`src/rtl/rs422_bert_if.sv`:
```
// rs422_bert_if: OPB-mapped RS422 bit-error-rate tester with one UART transmitter and N_RX checking receivers.
module rs422_bert_if #(
  parameter int N_TX            = 5,
  parameter int N_RX            = 9,
  parameter int BAUD_RATE       = 115200,
  parameter int CLOCK_FREQUENCY = 100000000,
  parameter int DRAIN_CYCLES    = 20000
) (
  input  logic            OPB_CLK,
  input  logic            OPB_RST,
  input  logic [31:0]     OPB_DI,
  output logic [31:0]     OPB_DO,
  input  logic [31:0]     OPB_ADDR,
  input  logic            RS422_RE,
  input  logic            RS422_WE,
  input  logic [N_RX-1:0] RS422_RXD,
  output logic [N_TX-1:0] RS422_TXD
);
  localparam logic [31:0] BIT        = 32'(CLOCK_FREQUENCY / BAUD_RATE);
  localparam logic [31:0] HALF       = 32'(CLOCK_FREQUENCY / BAUD_RATE / 2 - 1);
  localparam logic [31:0] DRAIN_LAST = 32'(DRAIN_CYCLES - 1);

  typedef enum logic [1:0] {IDLE, RUN, DRAIN, DONE} state_t;

  function automatic logic [7:0] nxt(input logic [1:0] m, input logic [7:0] x);
    return m == 2'd1 ? x + 8'd1 : m == 2'd2 ? {x[6:0], x[7] ^ x[5] ^ x[4] ^ x[3]} : x;
  endfunction

  function automatic logic [31:0] sat_inc(input logic [31:0] x);
    return x + {31'b0, x != '1};
  endfunction

  state_t      state_q, state_d;
  logic [7:0]  seed_q, gen_q;
  logic [31:0] tx_bytes_q, tx_count_q, drain_q, do_q, rd_d;
  logic [5:0]  ctrl_q;
  logic        done_q, stopped_q;
  logic [15:0] pass_q, pass_d;
  logic        tx_busy_q;
  logic [31:0] tx_cnt_q;
  logic [3:0]  tx_idx_q;
  logic [9:0]  tx_sh_q;
  logic [N_RX-1:0] s1_q, s2_q, rbusy_q, rstb_q, seeded_q;
  logic [31:0] rcnt_q [N_RX];
  logic [3:0]  ridx_q [N_RX];
  logic [7:0]  rsh_q  [N_RX];
  logic [7:0]  prev_q [N_RX];
  logic [31:0] recv_q [N_RX];
  logic [31:0] err_q  [N_RX];
  logic [1:0]  mode;
  logic        start, stop, clr, fixed, run_end, ack, enter_run, enter_done, active;
  logic        unused_addr;

  assign unused_addr = ^OPB_ADDR[31:8];
  assign start       = ctrl_q[0];
  assign stop        = ctrl_q[1];
  assign clr         = ctrl_q[2];
  assign mode        = ctrl_q[5:4];
  assign fixed       = mode != 2'd1 && mode != 2'd2;
  assign active      = state_q == RUN || state_q == DRAIN;
  assign run_end     = stop || (tx_bytes_q != 0 && tx_count_q == tx_bytes_q);
  assign ack         = state_q == RUN && !run_end && !clr && !tx_busy_q;
  assign enter_run   = state_d == RUN && state_q != RUN;
  assign enter_done  = state_d == DONE && state_q == DRAIN;
  assign OPB_DO      = do_q;
  assign RS422_TXD   = {N_TX{tx_busy_q ? tx_sh_q[0] : 1'b1}};

  always_comb begin
    state_d = state_q;
    case (state_q)
      IDLE, DONE: state_d = start ? RUN : state_q;
      RUN:        state_d = run_end ? DRAIN : state_q;
      DRAIN:      state_d = drain_q == DRAIN_LAST ? DONE : state_q;
      default:    state_d = IDLE;
    endcase
    if (clr) state_d = IDLE;
  end

  always_comb begin
    pass_d = '0;
    for (int n = 0; n < N_RX; n++) pass_d[n] = recv_q[n] == tx_count_q && err_q[n] == 0;
  end

  always_comb begin
    rd_d = '0;
    case (OPB_ADDR[7:0])
      8'h00:   rd_d = {24'b0, seed_q};
      8'h01:   rd_d = tx_bytes_q;
      8'h02:   rd_d = {26'b0, ctrl_q};
      8'h03:   rd_d = {pass_q, 13'b0, stopped_q, done_q, active};
      8'h04:   rd_d = tx_count_q;
      default: rd_d = '0;
    endcase
    for (int n = 0; n < N_RX; n++) begin
      if (OPB_ADDR[7:0] == 8'(16 + n)) rd_d = recv_q[n];
      if (OPB_ADDR[7:0] == 8'(32 + n)) rd_d = err_q[n];
    end
  end

  always_ff @(posedge OPB_CLK) begin
    if (OPB_RST) begin
      state_q    <= IDLE;
      seed_q     <= '0;
      tx_bytes_q <= '0;
      ctrl_q     <= '0;
      tx_count_q <= '0;
      gen_q      <= '0;
      drain_q    <= '0;
      done_q     <= 1'b0;
      stopped_q  <= 1'b0;
      pass_q     <= '0;
      do_q       <= '0;
    end else begin
      state_q     <= state_d;
      ctrl_q[2:0] <= '0;
      if (RS422_WE && OPB_ADDR[7:0] == 8'h00) seed_q <= OPB_DI[7:0];
      if (RS422_WE && OPB_ADDR[7:0] == 8'h01) tx_bytes_q <= OPB_DI;
      if (RS422_WE && OPB_ADDR[7:0] == 8'h02) ctrl_q <= OPB_DI[5:0];
      if (RS422_RE) do_q <= rd_d;
      drain_q <= state_q == DRAIN && !clr ? drain_q + 32'd1 : '0;
      if (clr) begin
        tx_count_q <= '0;
        done_q     <= 1'b0;
        stopped_q  <= 1'b0;
        pass_q     <= '0;
      end else if (enter_run) begin
        tx_count_q <= '0;
        done_q     <= 1'b0;
        pass_q     <= '0;
        gen_q      <= mode == 2'd2 && seed_q == 8'h00 ? 8'h01 : seed_q;
      end else begin
        if (ack) begin
          tx_count_q <= sat_inc(tx_count_q);
          gen_q      <= nxt(mode, gen_q);
        end
        if (state_q == RUN && stop) stopped_q <= 1'b1;
        if (enter_done) begin
          done_q <= 1'b1;
          pass_q <= pass_d;
        end
      end
    end
  end

  // Frame is start bit, 8 data bits LSB first, stop bit; shifted out of tx_sh_q[0].
  always_ff @(posedge OPB_CLK) begin
    if (OPB_RST) begin
      tx_busy_q <= 1'b0;
      tx_cnt_q  <= '0;
      tx_idx_q  <= '0;
      tx_sh_q   <= '0;
    end else if (ack) begin
      tx_busy_q <= 1'b1;
      tx_sh_q   <= {1'b1, gen_q, 1'b0};
      tx_cnt_q  <= BIT - 32'd1;
      tx_idx_q  <= '0;
    end else if (tx_busy_q) begin
      if (tx_cnt_q != 0) tx_cnt_q <= tx_cnt_q - 32'd1;
      else if (tx_idx_q == 4'd9) tx_busy_q <= 1'b0;
      else begin
        tx_sh_q  <= {1'b1, tx_sh_q[9:1]};
        tx_idx_q <= tx_idx_q + 4'd1;
        tx_cnt_q <= BIT - 32'd1;
      end
    end
  end

  // Receivers sample at bit centres; the checker keeps the last byte so a bad byte resyncs the stream.
  always_ff @(posedge OPB_CLK) begin
    for (int n = 0; n < N_RX; n++) begin
      if (OPB_RST) begin
        s1_q[n]     <= 1'b0;
        s2_q[n]     <= 1'b0;
        rbusy_q[n]  <= 1'b0;
        rstb_q[n]   <= 1'b0;
        rcnt_q[n]   <= '0;
        ridx_q[n]   <= '0;
        rsh_q[n]    <= '0;
        seeded_q[n] <= 1'b0;
        prev_q[n]   <= '0;
        recv_q[n]   <= '0;
        err_q[n]    <= '0;
      end else begin
        s1_q[n]   <= RS422_RXD[n];
        s2_q[n]   <= s1_q[n];
        rstb_q[n] <= 1'b0;
        if (!rbusy_q[n]) begin
          if (!s2_q[n]) begin
            rbusy_q[n] <= 1'b1;
            rcnt_q[n]  <= HALF;
            ridx_q[n]  <= '0;
          end
        end else if (rcnt_q[n] != 0) rcnt_q[n] <= rcnt_q[n] - 32'd1;
        else begin
          rcnt_q[n] <= BIT - 32'd1;
          ridx_q[n] <= ridx_q[n] + 4'd1;
          if (ridx_q[n] == 4'd0 && s2_q[n]) rbusy_q[n] <= 1'b0;
          if (ridx_q[n] != 4'd0 && ridx_q[n] != 4'd9) rsh_q[n] <= {s2_q[n], rsh_q[n][7:1]};
          if (ridx_q[n] == 4'd9) begin
            rbusy_q[n] <= 1'b0;
            rstb_q[n]  <= s2_q[n];
          end
        end
        if (clr || enter_run) begin
          seeded_q[n] <= 1'b0;
          prev_q[n]   <= '0;
          recv_q[n]   <= '0;
          err_q[n]    <= '0;
        end else if (rstb_q[n] && active) begin
          recv_q[n]   <= sat_inc(recv_q[n]);
          seeded_q[n] <= 1'b1;
          prev_q[n]   <= rsh_q[n];
          if (!(tx_bytes_q != 0 && recv_q[n] >= tx_bytes_q) &&
              (fixed ? rsh_q[n] != seed_q : seeded_q[n] && rsh_q[n] != nxt(mode, prev_q[n])))
            err_q[n] <= sat_inc(err_q[n]);
        end
      end
    end
  end
endmodule

```
`config.mk`:
```
export PLATFORM = sky130hd
export DESIGN_NAME = rs422_bert_if
export DESIGN_NICKNAME = d
export VERILOG_FILES = /design/src/rtl/rs422_bert_if.sv
export SDC_FILE = /design/constraint.sdc
export NUM_CORES = 2
export LEC_CHECK = 0
export CAP_MARGIN = 10
export CORE_MARGIN = 3
export CORE_UTILIZATION = 57
export CTS_BUF_LIST = sky130_fd_sc_hd__clkbuf_16
export DETAILED_ROUTE_END_ITERATION = 8
export MAX_ROUTING_LAYER = met4
export PLACE_DENSITY = 0.73
export SLEW_MARGIN = 20
export SYNTH_ARGS = -nofsm -noshare
export SYNTH_HDL_FRONTEND = slang
export SYNTH_SLANG_ARGS = --single-unit
```
`constraint.sdc`:
```
create_clock -name OPB_CLK -period 7 [get_ports OPB_CLK]
set_input_delay 1.05 -clock OPB_CLK [delete_from_list [all_inputs] [get_ports OPB_CLK]]
set_output_delay 1.05 -clock OPB_CLK [all_outputs]
set_load 0.005 [all_outputs]
```
==> results.py <==
metrics = {
    "clock_network": {
        "clk_transition_reported_paths_ns": 0.06,
        "cts.sinks": 1299,
        "ctsHtreeMaxLevel": 4,
        "holdBufCountCts": 0,
        "cts_resized": 0,
        "cts_setup_buffers": 0,
        "worstSkewPairLatency_ns": 0.82,
        "clockRootBuffer": "clkbuf_16",
        "cts_tree": "built",
        "clock_path_buffers": 3,
        "cts_inserted_buffers": 145,
    },
    "detailed_routing": {
        "vias": 75600,
        "wl_per_cell_um": 30.3,
        "viasPerCell": 6.87,
        "drtPass1Iterations": 9,
        "first_iter_violations": 10900,
        "drt_wl_total_um": 334000,
        "postRouteAntennaNets": 0,
        "drc": 6,
    },
    "synth": {
        "ys_seq_area_frac": 0.428,
        "synth_top_area_share": 0.368,
        "synth_enable_flop_cells": 1044,
        "yosysWarnings": 0,
        "syn_nets": 9497,
        "ys_top_cells_by_area": "edfxtp_1, xor2_1, dfxtp_1",
        "synthFlopType": "edfxtp_1",
        "synthCells": 9040,
        "synth_area_per_cell_um2": 9.42,
        "ys_types": 107,
        "syn_area_mm2": 0.0851,
        "synth_top_area_cell": "edfxtp_1",
        "ys_ff_latch": 1299,
        "synthArstFlopShare": 0,
    },
    "run_status": {
        "status": "complete, but fails checks",
        "violations": "design-rule violations",
    },
    "sta": {
        "finalSetupTns_ns": 0,
        "fin_crit_sh": 0.722,
        "max_freq_mhz": 198,
        "slew_violations": 0,
        "hold_violations": 0,
        "skew_ns": 0.0747,
        "setup_viol": 0,
        "max-slew-margin-rel": 0.0983,
        "fin_crit_ns": 5.05,
        "grt_setup_unrepaired": "no",
        "holdWs_ns": 0.433,
        "worst_slew_pin_slew_ns": 1.34,
        "fin_ws_ns": 1.95,
    },
    "pwr": {
        "clkPwrFrac": 0.408,
        "power.total_mw": 18.5,
        "power_density_mw_per_mm2": 200,
        "power_switching_mw": 5.05,
        "pwr-share-comb": 0.092,
        "power_leakage_nw": 33.0,
        "switching_share": 0.272,
        "power.internal_mw": 13.5,
        "peakVddDrop_v": 0.000234,
        "power.share.sequential": 0.500,
    },
    "critical_path": {
        "critPathCaptureType": "flip-flop",
        "crit_arrival_ns": 5.48,
        "path_max_fanout": 33,
        "startpoint_type": "flip-flop",
        "cp.required_ns": 7.43,
        "path_class": "flip-flop to flip-flop",
        "reg2reg_depth": 10,
    },
    "final_layout": {
        "nets": 9383,
        "final_area_mm2": 0.0928,
        "area_growth_pct": 9.03,
        "drive_gt1_frac": 0.0660,
        "fin_util": 0.627,
        "final_cells": 11000,
    },
    "hold_path": {
        "hp-class": "flip-flop to flip-flop",
        "min_path_cells": 1,
    },
    "floorplanning": {
        "pin_count": 114,
        "die_w_um": 392,
        "rows": 141,
        "die-height_um": 392,
        "coreArea_mm2": 0.148,
        "start_util": 0.575,
        "die-area_mm2": 0.154,
    },
    "placement": {
        "dp_slack_ns": 1.52,
        "dpl.cell_count": 10700,
        "placed_area_mm2": 0.0880,
        "routabilityCongestion": 1.10,
        "portBuffers": 89,
        "hpwlAfterDp_um": 241000,
    },
    "global_routing": {
        "grt_max_degree": 109,
        "globalRouteOverflowTotal": 0,
        "grt_pass1_wl_um": 478000,
        "antenna_found_initial": 19,
        "grt_pass1_vias": 70100,
        "grtUsageTotal": 0.436,
    },
    "flow_run": {
        "max-cap-violations": 0,
    },
}
## sequential cells by signal, indices dropped and copies added, names as in the netlist, 9 cells and up
register,count
tx_count_q,32
rbusy_q,9
tx_cnt_q,32
s2_q,9
drain_q,32
tx_sh_q,10
OPB_DO,32
err_q,288
prev_q,72
rstb_q,9
pass_q,9
recv_q,288
tx_bytes_q,32
s1_q,9
rcnt_q,288
rsh_q,72
seeded_q,9
ridx_q,36
## cells in the final DEF, fill, tap and decap left out, types with 25 or more instances in the layout
| master | count |
|---|---|
| diode_2 | 32 |
| xor2_1 | 790 |
| nor3_1 | 451 |
| and3_1 | 212 |
| edfxtp_1 | 1044 |
| a21oi_1 | 409 |
| a22oi_1 | 74 |
| or4_1 | 48 |
| mux2_2 | 29 |
| nor3b_1 | 36 |
| a31oi_1 | 49 |
| or3_1 | 83 |
| a21o_1 | 63 |
| clkdlybuf4s50_1 | 87 |
| nand3_1 | 364 |
| o221ai_1 | 39 |
| ha_1 | 378 |
| inv_1 | 194 |
| nor4_1 | 280 |
| buf_4 | 195 |
| and4_1 | 55 |
| o22ai_1 | 111 |
| o211ai_1 | 25 |
| a221oi_1 | 35 |
| mux2i_1 | 62 |
| clkbuf_16 | 146 |
| nor2_1 | 1043 |
| nand2_1 | 623 |
| xnor2_1 | 557 |
| or2_2 | 25 |
| and2_1 | 94 |
| a211oi_1 | 53 |
| nor2b_1 | 78 |
| o21ai_0 | 239 |
| a2111oi_0 | 26 |
| dfxtp_1 | 245 |
| nand4_1 | 291 |
| clkinv_1 | 35 |
| nand2b_1 | 44 |
## cell usage after synthesis (all sizes together), types with 10 or more instances
cell	instances
o22a	12
a21o	63
o31ai	26
o21ai	255
nand2	632
or2	28
a221oi	35
nor2	1053
a32oi	19
o22ai	111
and3	213
and2	95
clkbuf	377
nor2b	78
mux2i	62
o21a	15
nor4	295
mux2	29
xor2	790
and4	55
nand2b	52
or3	86
inv	167
a222oi	24
a22oi	74
edfxtp	1044
nor4b	12
nand4	291
nand3	365
buf	169
or4	55
a21oi	410
a211oi	55
a31oi	53
xnor2	557
nor3	460
nor3b	37
dfxtp	255
nand3b	24
a221o	10
a2111oi	28
o221ai	39
o211ai	25
o41ai	10
ha	380
## critical path, stage by stage, from the launching register on
cell	delay (ns)
dfxtp_1	0.51
clkinv_1	1.12
ha_1	0.71
a2111oi_0	0.36
o21ai_0	0.16
a21o_1	0.21
a2111oi_0	0.59
o41ai_2	0.14
buf_4	0.27
o21ai_2	0.15
buf_4	0.41
## layout make-up
class | instances | area, um^2
repair buffers | 285 | 2370
flip-flops and latches | 1299 | 36500
clock inverters | 124 | 1040
inverters | 168 | 631
clock buffers | 146 | 3650
fillers | 12100 | 55200
well taps | 1930 | 2410
multi-input cells | 7027 | 46100
diodes | 32 | 80.1
## metal layers
metal  global-route usage  share of wire  up-vias
met5                    -              0        -
met4                0.256          0.074        0
met3                0.138           0.13     1135
met2                0.592           0.40     4914
met1                0.569           0.39    36600
li1                     -              -    33000
## power groups by stage
stage	registers (mW)	logic [mW]	clock network, mW
floorplan	9.09	1.31	0
global placement	9.36	1.61	0
detailed placement	9.38	1.67	0
CTS	9.22	1.68	7.62
global route	9.27	1.88	7.93
finish	9.26	1.71	7.57
## worst paths after layout
path / startpoint / to / slack (ns)
max reg2reg: tx_bytes_q[2]$_SDFFE_PP0P_ / err_q[7][30]$_SDFFCE_PN0P_ / 1.95
min reg2reg: s1_q[3]$_SDFF_PP0_ / s2_q[3]$_SDFF_PP0_ / 0.43
max: tx_bytes_q[2]$_SDFFE_PP0P_ / err_q[7][30]$_SDFFCE_PN0P_ / 1.95
min: s1_q[3]$_SDFF_PP0_ / s2_q[3]$_SDFF_PP0_ / 0.43
## kinds of logic (layout without fill, tap and decap cells)
family,after synthesis,after routing,share of synthesized area
AOI/OAI and AO/OA,1344,1344,0.102
DFF,1299,1299,0.428
other,0,32,0
xor gates and xnor gates,1347,1347,0.139
muxes,91,91,0.0111
buffers and inverters,714,723,0.0334
and+or+nand+nor,3865,3865,0.231
adders and majority gates,380,380,0.0559
No activity file was read; power rests on OpenSTA's default activity.
